$ cat src/rtl/round_robin_quantum_timer_if.sv
// round_robin_quantum_timer_if
//   Handshake bundle between a scheduler and the round-robin quantum timer.
//   Parameters: CNT_W (quantum/counter width), PID_W (process-ID width).
//   master modport: scheduler side (drives start/pid_in/quantum_in/block/
//                   yield/irq_ack, observes the status outputs).
//   slave modport : timer side (the reverse).
//   Signals:
//     start, pid_in, quantum_in  - request a new time slice
//     block, yield               - suspend counting / give up the CPU early
//     irq_ack                    - clears the sticky slice-end interrupt
//     pid_out, running           - current owner and RUN/HOLD indication
//     count_out, remaining       - elapsed / left cycles of the slice
//     expire, cause, irq         - slice-end pulse, reason, sticky interrupt
interface round_robin_quantum_timer_if #(
   parameter int unsigned CNT_W = 8,
   parameter int unsigned PID_W = 5
);
   logic             start;
   logic [PID_W-1:0] pid_in;
   logic [CNT_W-1:0] quantum_in;
   logic             block;
   logic             yield;
   logic             irq_ack;
   logic [PID_W-1:0] pid_out;
   logic             running;
   logic [CNT_W-1:0] count_out;
   logic [CNT_W-1:0] remaining;
   logic             expire;
   logic             cause;
   logic             irq;

   modport master (
      output start, pid_in, quantum_in, block, yield, irq_ack,
      input  pid_out, running, count_out, remaining, expire, cause, irq
   );

   modport slave (
      input  start, pid_in, quantum_in, block, yield, irq_ack,
      output pid_out, running, count_out, remaining, expire, cause, irq
   );
endinterface

$ cat src/rtl/round_robin_quantum_timer.sv
// round_robin_quantum_timer
//   Time-slice timer for a round-robin scheduler. A slice starts on `start`,
//   latches the owning PID and the quantum (quantum_in, or DEF_QUANTUM when
//   quantum_in is 0) and counts unblocked cycles until the quantum is used up
//   or the process yields. `block` freezes the count (HOLD state).
//   Ports:
//     clk    - clock, rising-edge
//     reset  - asynchronous active-low reset
//     bus    - round_robin_quantum_timer_if.slave (see interface header)
//   Parameters: CNT_W, PID_W, DEF_QUANTUM (1..2^CNT_W-1), IDLE_PID.
//   Optional feature: define RR_TIMER_IRQ_EN to enable the sticky irq output
//   (set by expire, cleared by irq_ack, set wins). Without it irq is tied 0
//   and irq_ack is ignored.
module round_robin_quantum_timer #(
   parameter int unsigned CNT_W       = 8,
   parameter int unsigned PID_W       = 5,
   parameter int unsigned DEF_QUANTUM = 30,
   parameter int unsigned IDLE_PID    = 0
) (
   input  logic                          clk,
   input  logic                          reset,
   round_robin_quantum_timer_if.slave    bus
);

   typedef enum logic [1:0] {
      ST_IDLE,
      ST_RUN,
      ST_HOLD,
      ST_DONE
   } state_t;

   localparam logic [CNT_W-1:0] DEF_Q = CNT_W'(DEF_QUANTUM);
   localparam logic [PID_W-1:0] IDLE_P = PID_W'(IDLE_PID);

   state_t           state_q, state_d;
   logic [CNT_W-1:0] count_q, count_d;
   logic [CNT_W-1:0] quant_q, quant_d;
   logic [PID_W-1:0] pid_q, pid_d;
   logic             expire_q, expire_d;
   logic             cause_q, cause_d;
   logic [CNT_W-1:0] count_inc;
   logic [CNT_W-1:0] quant_sel;

   // count_q < quant_q whenever this is used, so it cannot wrap.
   assign count_inc = count_q + 1'b1;
   assign quant_sel = (bus.quantum_in == '0) ? DEF_Q : bus.quantum_in;

   always_ff @(posedge clk or negedge reset) begin
      if (!reset) begin
         state_q  <= ST_IDLE;
         count_q  <= '0;
         quant_q  <= DEF_Q;
         pid_q    <= IDLE_P;
         expire_q <= 1'b0;
         cause_q  <= 1'b0;
      end else begin
         state_q  <= state_d;
         count_q  <= count_d;
         quant_q  <= quant_d;
         pid_q    <= pid_d;
         expire_q <= expire_d;
         cause_q  <= cause_d;
      end
   end

   // expire is asserted on every transition into DONE, so the registered
   // copy is high for exactly the single DONE cycle.
   always_comb begin
      state_d  = state_q;
      count_d  = count_q;
      quant_d  = quant_q;
      pid_d    = pid_q;
      expire_d = 1'b0;
      cause_d  = cause_q;
      unique case (state_q)
         ST_IDLE: begin
            count_d = '0;
            if (bus.start) begin
               state_d = ST_RUN;
               pid_d   = bus.pid_in;
               quant_d = quant_sel;
            end
         end
         ST_RUN: begin
            if (bus.yield) begin
               state_d  = ST_DONE;
               cause_d  = 1'b1;
               expire_d = 1'b1;
            end else if (count_inc == quant_q) begin
               state_d  = ST_DONE;
               cause_d  = 1'b0;
               count_d  = quant_q;
               expire_d = 1'b1;
            end else if (bus.block) begin
               state_d = ST_HOLD;
            end else begin
               count_d = count_inc;
            end
         end
         ST_HOLD: begin
            if (bus.yield) begin
               state_d  = ST_DONE;
               cause_d  = 1'b1;
               expire_d = 1'b1;
            end else if (!bus.block) begin
               state_d = ST_RUN;
            end
         end
         ST_DONE: begin
            count_d = '0;
            if (bus.start) begin
               state_d = ST_RUN;
               pid_d   = bus.pid_in;
               quant_d = quant_sel;
            end else begin
               state_d = ST_IDLE;
            end
         end
         default: begin
            state_d = ST_IDLE;
            count_d = '0;
         end
      endcase
   end

   logic run_hold;
   assign run_hold = (state_q == ST_RUN) || (state_q == ST_HOLD);

   assign bus.pid_out   = (state_q == ST_IDLE) ? IDLE_P : pid_q;
   assign bus.running   = run_hold;
   assign bus.count_out = count_q;
   assign bus.remaining = run_hold ? (quant_q - count_q) : '0;
   assign bus.expire    = expire_q;
   assign bus.cause     = cause_q;

`ifdef RR_TIMER_IRQ_EN
   logic irq_q;

   always_ff @(posedge clk or negedge reset) begin
      if (!reset) begin
         irq_q <= 1'b0;
      end else if (expire_q) begin
         irq_q <= 1'b1;
      end else if (bus.irq_ack) begin
         irq_q <= 1'b0;
      end
   end

   assign bus.irq = irq_q;
`else
   logic unused_irq_ack;
   assign unused_irq_ack = bus.irq_ack;
   assign bus.irq        = 1'b0;
`endif

endmodule

$ cat src/flat_wrapper.sv
// flat-port wrapper written by rule: the top's interface ports become plain ports
module round_robin_quantum_timer_flat 
#(
   parameter int unsigned CNT_W       = 8,
   parameter int unsigned PID_W       = 5,
   parameter int unsigned DEF_QUANTUM = 30,
   parameter int unsigned IDLE_PID    = 0
)
  (clk, reset, bus_start, bus_pid_in, bus_quantum_in, bus_block, bus_yield, bus_irq_ack, bus_pid_out, bus_running, bus_count_out, bus_remaining, bus_expire, bus_cause, bus_irq);
  round_robin_quantum_timer_if #(.CNT_W(CNT_W), .PID_W(PID_W)) bus_i ();
  input  logic clk;
  input  logic reset;
  input wire logic [$bits(bus_i.start)-1:0] bus_start;
  input wire logic [$bits(bus_i.pid_in)-1:0] bus_pid_in;
  input wire logic [$bits(bus_i.quantum_in)-1:0] bus_quantum_in;
  input wire logic [$bits(bus_i.block)-1:0] bus_block;
  input wire logic [$bits(bus_i.yield)-1:0] bus_yield;
  input wire logic [$bits(bus_i.irq_ack)-1:0] bus_irq_ack;
  output wire logic [$bits(bus_i.pid_out)-1:0] bus_pid_out;
  output wire logic [$bits(bus_i.running)-1:0] bus_running;
  output wire logic [$bits(bus_i.count_out)-1:0] bus_count_out;
  output wire logic [$bits(bus_i.remaining)-1:0] bus_remaining;
  output wire logic [$bits(bus_i.expire)-1:0] bus_expire;
  output wire logic [$bits(bus_i.cause)-1:0] bus_cause;
  output wire logic [$bits(bus_i.irq)-1:0] bus_irq;
  assign bus_i.start = bus_start;
  assign bus_i.pid_in = bus_pid_in;
  assign bus_i.quantum_in = bus_quantum_in;
  assign bus_i.block = bus_block;
  assign bus_i.yield = bus_yield;
  assign bus_i.irq_ack = bus_irq_ack;
  assign bus_pid_out = bus_i.pid_out;
  assign bus_running = bus_i.running;
  assign bus_count_out = bus_i.count_out;
  assign bus_remaining = bus_i.remaining;
  assign bus_expire = bus_i.expire;
  assign bus_cause = bus_i.cause;
  assign bus_irq = bus_i.irq;
  round_robin_quantum_timer #(.CNT_W(CNT_W), .PID_W(PID_W), .DEF_QUANTUM(DEF_QUANTUM), .IDLE_PID(IDLE_PID)) u_core (.clk(clk), .reset(reset), .bus(bus_i));
endmodule
$ cat config.mk
export PLATFORM = sky130hd
export DESIGN_NAME = round_robin_quantum_timer_flat
export DESIGN_NICKNAME = d
export VERILOG_FILES = /design/src/rtl/round_robin_quantum_timer_if.sv /design/src/rtl/round_robin_quantum_timer.sv /design/src/flat_wrapper.sv
export SDC_FILE = /design/constraint.sdc
export NUM_CORES = 1
export LEC_CHECK = 0
export CORE_MARGIN = 5
export CORE_UTILIZATION = 50
export CTS_CLUSTER_SIZE = 25
export DETAILED_ROUTE_END_ITERATION = 16
export PLACE_DENSITY = 0.78
export SLEW_MARGIN = 20
export SYNTH_ARGS = -nofsm -noshare
export SYNTH_HDL_FRONTEND = slang
export SYNTH_SLANG_ARGS = --single-unit
$ cat constraint.sdc
create_clock -name clk -period 3.6 [get_ports clk]
set_input_delay 0.36 -clock clk [delete_from_list [all_inputs] [get_ports clk]]
set_output_delay 0.36 -clock clk [all_outputs]
set_load 0.05 [all_outputs]
Word-level counts from Yosys, hierarchy flattened --
Index checks and enable logic that the tools add are counted.
Word-level totals: register bits 25, bits of input ports 19, output and inout bits 25, logic and storage cells 52
Operators by class: $add $sub $neg 2, eq/ne operators 11, mux-type cells 23, reduce and logical (&&, ||, !) cells 10
Operators by type and width (number):
- $mux W8 | 5
- $pmux W8 S2 | 1
- $mux W2 | 6
- $reduce_and A3 Y1 | 3
- $add A8 B1 Y8 const B | 1
- $eq A8 B8 Y1 | 1
- $logic_not A8 Y1 | 1
- $pmux W2 S4 | 1
- $sub A8 B8 Y8 | 1
- $mux W1 | 7
- $ne A2 B2 Y1 const B | 3
- $ne A3 B2 Y1 const B | 2
- $mux W5 | 1
- $eq A2 B2 Y1 const B | 2
- $ne A4 B3 Y1 const B | 1
- $pmux W1 S2 | 2
- $reduce_bool A2 Y1 | 2
- $ne A3 B3 Y1 const B | 1
- $eq A2 B1 Y1 const B | 1
- $logic_not A2 Y1 | 1
- $reduce_and A2 Y1 | 1
- $reduce_or A2 Y1 | 1
- $logic_or A1 B1 Y1 | 1

Depth between registers and ports, before layout --
Gate-level depths: netlist of run 1.
depth after elaboration 5, depth in mapped cells 11, depth with buffers taken out 10

Worst setup path after synthesis of run 1 --
Ideal clock, no wire load.
path type flip-flop to output port, from reg u_core.count_q[1] (netlist: u_core.bus.count_out[1]), to out bus_remaining[7], data arrival time 3067 ps, data required time 3240 ps, setup slack 173 ps, cell stages (with the launch flop) 10, path buffers 0, cell sequence dfrtp_1 inv_1 ha_1 nor2b_1 o21ai_0 a21oi_1 o21ai_0 a21o_1 a21oi_1 nor3b_1
On the way: word-level cells in the longest chain between the ends 2
Ends and longest elaborated chain:
- from (decl) | line round_robin_quantum_timer.sv:36 | logic [CNT_W-1:0] count_q, count_d;
- from (signal assigned) | line round_robin_quantum_timer.sv:58 | count_q <= count_d;
- $sub A8 B8 Y8 | line round_robin_quantum_timer.sv:132 | assign bus.remaining = run_hold ? (quant_q - count_q) : '0;
- $mux W8 | line round_robin_quantum_timer.sv:132
- to (decl) | line flat_wrapper.sv:22 | output wire logic [$bits(bus_i.remaining)-1:0] bus_remaining;
No other way between the ends.

Worst setup path in the final report of run 1 --
from reg u_core.count_q[0] (netlist: u_core.bus.count_out[0]), to out bus_remaining[6]
Same word-level chain as after synthesis.

==> flow_summary.yaml, run 1 <==
sta:
  fin_skew_ns: 0.00311
  fin_crit_sh: 0.946
  final-max-slew-violation-count: 0
  setup_viol: 0
  relSlewSlack: 0.657
  min_period_ns: 3.41
  setup_ws_ns: 0.193
  rsz0062_at_grt: "false"
  setup_tns_ns: 0
  hold_ws_ns: 0.517
  hold_violations: 0
  max_freq_mhz: 294
  worst_pin_slew_ns: 0.513
synthesis:
  syn_inst: 204
  avgSynthCellArea_um2: 8.87
  ys.flop_type: "dfrtp_1"
  synth.most_common_cell: "inv_1"
  synth_warnings: 0
  synth_commonest_cells: "inv_1, dfrtp_1, o21ai_0, nor2_1, a21oi_1"
  ys_async_sr_fraction: 1.00
  synth_area_mm2: 0.00181
  synth_edf_count: 0
  yosysTopAreaCell: "dfrtp_1"
  seq_area_frac_synth: 0.349
  synthTopCellsByArea: "dfrtp_1, ha_1, dfstp_2"
  ys_seq_elements: 25
  syn_nets: 236
  synth.top_cell.area_share: 0.290
  yosysUniqueCellTypes: 45
floorplanning:
  die_x_um: 70.2
  dieArea_mm2: 0.00492
  design.portCount: 44
  die_h_um: 70.2
  rows: 21
  core_mm2: 0.00342
  start_util: 0.530
clock_tree:
  cts_buffers: 3
  clock_latency_ns: 0.32
  clk_pin_slew_ns: 0.13
  cts_root_buf: "clkbuf_4"
  ctsHtreeMaxLevel: 1
  cts_tree: "yes"
  cts_buffer_depth: 2
  cts_sinks: 25
global_route:
  grt_usage: 0.165
  grt_pass1_vias: 1457
  grt_max_degree: 23
  grt_pass1_wl_mm: 6.69
  antenna_found_initial: 0
  grt-ovfl-total: 0
route:
  drtAntennaViolNets: 0
  drt_drc_violations_left: 0
  routedWlPerCell_um: 13.6
  dr.pass1.iters: 4
  vias: 1574
  routed_wl_mm: 3.92
  drt_iter0_markers: 83
  avgViaCountPerCell: 5.45
worst_setup_path:
  cp-start-kind: "flip-flop"
  worst-setup-path-type: "flip-flop to output pin"
  crit_fanout: 9
  crit_slowest_cell: "clkdlybuf4s50_1"
  cp_slowest_stage_delay_ns: 0.81
  required_ns: 3.24
  worstPathCellList: "ha_1 -> fa_1 -> nor2b_1 -> o21ai_0 -> nand2b_1 -> a21o_1 -> a21oi_1 -> xor2_1 -> nor2_1 -> clkdlybuf4s50_1"
  crit_family: "buffers and inverters"
  endpoint_kind: "output pin"
  path_buf_inv: 1
  cp_data_arrival_time_ns: 3.05
  r2r_slack_ns: 0.53
finish:
  syn2layout_area_growth_pct: 26.4
  nNetsFinal: 276
  regArea_um2: 631
  multiInputGateArea_mm2: 0.00105
  layout-drive-gt1-share: 0.107
  fillers: 293
  n_antenna_cell: 0
flow_run:
  max-cap-violations: 0
min_path:
  hold_path_class: "flip-flop to flip-flop"
placed_design:
  post-place-ws_ns: 0.413
  dp_hpwl_mm: 3.07
  portBuffers: 41
  place.gp.congestion: 0.833
outcome:
  status: "finished, final reports clean"
[worst paths after layout]
| kind | startpoint | endpoint | cells past startpoint |
|---|---|---|---|
| hold reg to reg | u_core.pid_q[1]$_DFFE_PN0P_ | u_core.pid_q[1]$_DFFE_PN0P_ | 1 |
| setup reg to reg | u_core.bus.count_out[0]$_DFFE_PN0P_ | u_core.bus.count_out[6]$_DFFE_PN0P_ | 8 |
| setup / recovery | u_core.bus.count_out[0]$_DFFE_PN0P_ | bus_remaining[6] | 10 |
| hold / removal | u_core.pid_q[1]$_DFFE_PN0P_ | u_core.pid_q[1]$_DFFE_PN0P_ | 1 |
| max in group asynchronous | reset | u_core.quant_q[2]$_DFFE_PN1P_ | 3 |
| min in group asynchronous | reset | u_core.bus.count_out[6]$_DFFE_PN0P_ | 2 |
[registers in the layout, summed over array words and instances, names as in the netlist]
register	count
u_core.bus.count_out	8
u_core.pid_q	5
u_core.quant_q	8
u_core.state_q	2
u_core.bus.cause	1
u_core.bus.expire	1
[worst reg2reg max path, stage by stage (launching register included)]
cell and delay, ns:
dfrtp_1 0.53, ha_1 0.31, nand3_2 0.14, or3_1 0.39
a211o_1 0.26, or4b_1 0.63, a31oi_4 0.33, nand2_4 0.11
o41ai_1 0.28
[per-layer routing]
metal	vias up	routed length (um)	GRT usage
li1	803	-	-
met1	720	1810	0.221
met2	47	1760	0.262
met3	4	319	0.0445
met4	0	36	0.0447
met5	-	0	0
[repair_timing]
item                                    in CTS  in global routing
endpoints found under the setup margin       0                  2
buffers inserted                             0                  0
hold endpoints to repair                     0                 10
hold buffers                                 0                  1
resized for setup                            0                  2
[stage by stage]
step | area, um2 | utilization | std cells
after detailed placement | 2250 | 0.659 | 284
after global placement | 2250 | 0.659 | 284
final | 2290 | 0.670 | 289
after global routing | 2290 | 0.670 | 289
after CTS | 2280 | 0.667 | 288
after floorplan | 1810 | - | 204
[cell families after synthesis]
logic type	after synthesis	share of synthesized area
other	1	0.00207
buffers and inverters	32	0.0733
flip-flops	25	0.349
multiplexers	8	0.0498
AO/OA/AOI/OAI	63	0.236
XOR/XNOR	8	0.0387
adder cells (fa/ha/maj)	13	0.0941
AND/OR/NAND/NOR	54	0.158
[layout by cell type (no fill, tap or decap), types with 6 or more instances in the layout]
| cell type | n |
|---|---|
| clkdlybuf4s50_1 | 38 |
| inv_1 | 22 |
| dfrtp_1 | 21 |
| o21ai_0 | 16 |
| nor2_1 | 15 |
| a21oi_1 | 13 |
| ha_1 | 12 |
| nor2b_1 | 8 |
| nand2_1 | 8 |
| mux2_2 | 8 |
| a31oi_1 | 6 |
[final cells by class]
cell class | instances | area share
Multi-Input combinational cell | 147 | 0.457
Sequential cell | 25 | 0.276
Timing Repair Buffer | 45 | 0.194
Inverter | 22 | 0.0361
Tap cell | 46 | 0.0252
Clock buffer | 3 | 0.00985
Clock inverter | 1 | 0.00219
Power of run 1 is left out: the tool's default activity adds up to more than one toggle a clock period on the data nets, which glitch-free logic cannot reach.
==> run 2, diff against run 1 <==
PLACE_DENSITY = default   (was 0.78)
PLACE_DENSITY_LB_ADDON = 0.15   (was default)
TNS_END_PERCENT = 50   (was default)
==> run 2 against run 1 <==
Final area grew 0.44%. Utilization grew 0.29 points. Clock skew grew 0.0054 ns. Register-to-register slack is essentially flat. Cell count grew 0.35%. Critical endpoint is now bus_remaining[5].
==> flow_summary.yaml, run 2 (synthesis gave the netlist of run 1 again) <==
worst_setup_path:
  crit_fanout: 8
  worst-setup-path-type: "flip-flop to output pin"
  path_buf_inv: 2
  worstPathCellList: "inv_1 -> ha_1 -> nor2b_1 -> o21ai_0 -> a21oi_1 -> o21ai_0 -> nand2_1 -> xnor2_1 -> nor2_1 -> clkdlybuf4s50_1"
  endpoint_kind: "output pin"
  cp_slowest_stage_delay_ns: 0.81
  cp_data_arrival_time_ns: 3.02
  required_ns: 3.24
  cp-start-kind: "flip-flop"
  crit_top_cell: "o21ai_0"
  crit_family: "buffers and inverters"
  crit_slowest_cell: "clkdlybuf4s50_1"
placed_design:
  placed_cell_area_mm2: 0.00226
  dp_hpwl_mm: 3.06
  place.gp.congestion: 0.878
  portBuffers: 41
sta:
  setup_tns_ns: 0
  fin_skew_ns: 0.00854
  final-max-slew-violation-count: 0
  hold_violations: 0
  max_freq_mhz: 296
  relSlewSlack: 0.657
  worst_pin_slew_ns: 0.512
  fin_crit_sh: 0.938
  setup_viol: 0
  rsz0062_at_grt: "false"
  min_period_ns: 3.38
route:
  vias: 1609
  routed_wl_mm: 3.84
  routedWlPerCell_um: 13.2
  drt_iter0_markers: 71
  dr.pass1.iters: 4
  drtAntennaViolNets: 0
  avgViaCountPerCell: 5.55
  drt_drc_violations_left: 0
floorplanning:
  dieArea_mm2: 0.00492
  rows: 21
  core_mm2: 0.00342
  start_util: 0.530
  die_h_um: 70.2
  design.portCount: 44
  die_x_um: 70.2
clock_tree:
  postCtsSetupBuffers: 0
  cts_tree: "yes"
  cts_buffer_depth: 2
  cts_buffers: 3
  cts_root_buf: "clkbuf_4"
  clk_pin_slew_ns: 0.14
  ctsHtreeMaxLevel: 1
  clock_latency_ns: 0.32
  cts_sinks: 25
finish:
  n_antenna_cell: 0
  finish.instance_area_mm2: 0.00230
  syn2layout_area_growth_pct: 27.0
  multiInputGateArea_mm2: 0.00105
  final_common_cell: "clkdlybuf4s50_1"
  layout_common_cells: "clkdlybuf4s50_1, inv_1, dfrtp_1"
  layout-drive-gt1-share: 0.111
  regArea_um2: 631
  fillers: 301
  nNetsFinal: 277
global_route:
  antenna_found_initial: 0
  grt_usage: 0.165
  grt_pass1_wl_mm: 6.75
  grt_pass1_vias: 1503
  grt_max_degree: 23
  grt-ovfl-total: 0
flow_run:
  max-cap-violations: 0
min_path:
  hold_path_class: "input port to asynchronous set/reset pin"
outcome:
  status: "finished, final reports clean"
-- run 2: cell types whose count changed in the layout (fill, tap and decap cells not counted) --
cell / before / now
clkinvlp_4: 0 / 1
clkinv_2: 1 / 0
buf_4: 3 / 4
-- run 2: per-stage QoR --
step	std cells	hold WS, ns	utilization	setup WS, ns
final	290	0.519	0.673	0.224
after floorplan	204	0.0644	-	0.173
after global placement	285	0.481	0.661	0.449
after global routing	290	0.545	0.673	0.0467
after CTS	289	0.522	0.670	0.0692
after detailed placement	285	0.488	0.661	0.449
-- run 2: worst reg2reg max path: stages, from the launching register on --
cell	delay [ns]
dfrtp_1	0.53
ha_1	0.32
nand3_2	0.14
or3_1	0.39
a211o_1	0.26
or4b_1	0.63
a31oi_4	0.33
nand2_4	0.11
o41ai_1	0.28
-- run 2: layer usage --
metal  vias to the layer above  GRT usage  part of all wire
met1                       761      0.215              0.46
met2                        41      0.260              0.46
met3                         4     0.0516             0.073
met4                         0     0.0532             0.011
li1                        803          -                 -
met5                         -          0                 0
-- run 2: timing repair --
item | in CTS | in global routing
hold buffers | 0 | 1
endpoints found under the setup margin | 0 | 2
resized for setup | 0 | 2
endpoints found under the hold margin | 0 | 13
-- run 2: layout make-up --
type | count | area share
clock buffers | 3 | 0.00980
inverters | 22 | 0.0359
clock inverters | 1 | 0.00327
flip-flops and latches | 25 | 0.275
repair buffers | 46 | 0.196
multi-input cells | 147 | 0.455
well taps | 46 | 0.0251
-- run 2: worst paths after layout --
kind	depth (start not counted)	slack, ns	start	end
setup / recovery	10	0.22	u_core.bus.count_out[1]$_DFFE_PN0P_	bus_remaining[5]
hold / removal	2	0.52	reset	u_core.pid_q[4]$_DFFE_PN0P_
setup reg to reg	8	0.53	u_core.bus.count_out[0]$_DFFE_PN0P_	u_core.bus.count_out[6]$_DFFE_PN0P_
hold reg to reg	1	0.52	u_core.pid_q[3]$_DFFE_PN0P_	u_core.pid_q[3]$_DFFE_PN0P_
max in group asynchronous	3	2.53	reset	u_core.quant_q[1]$_DFFE_PN1P_
min in group clk	1	0.52	u_core.pid_q[3]$_DFFE_PN0P_	u_core.pid_q[3]$_DFFE_PN0P_
Power of run 2 is left out for the same reason.
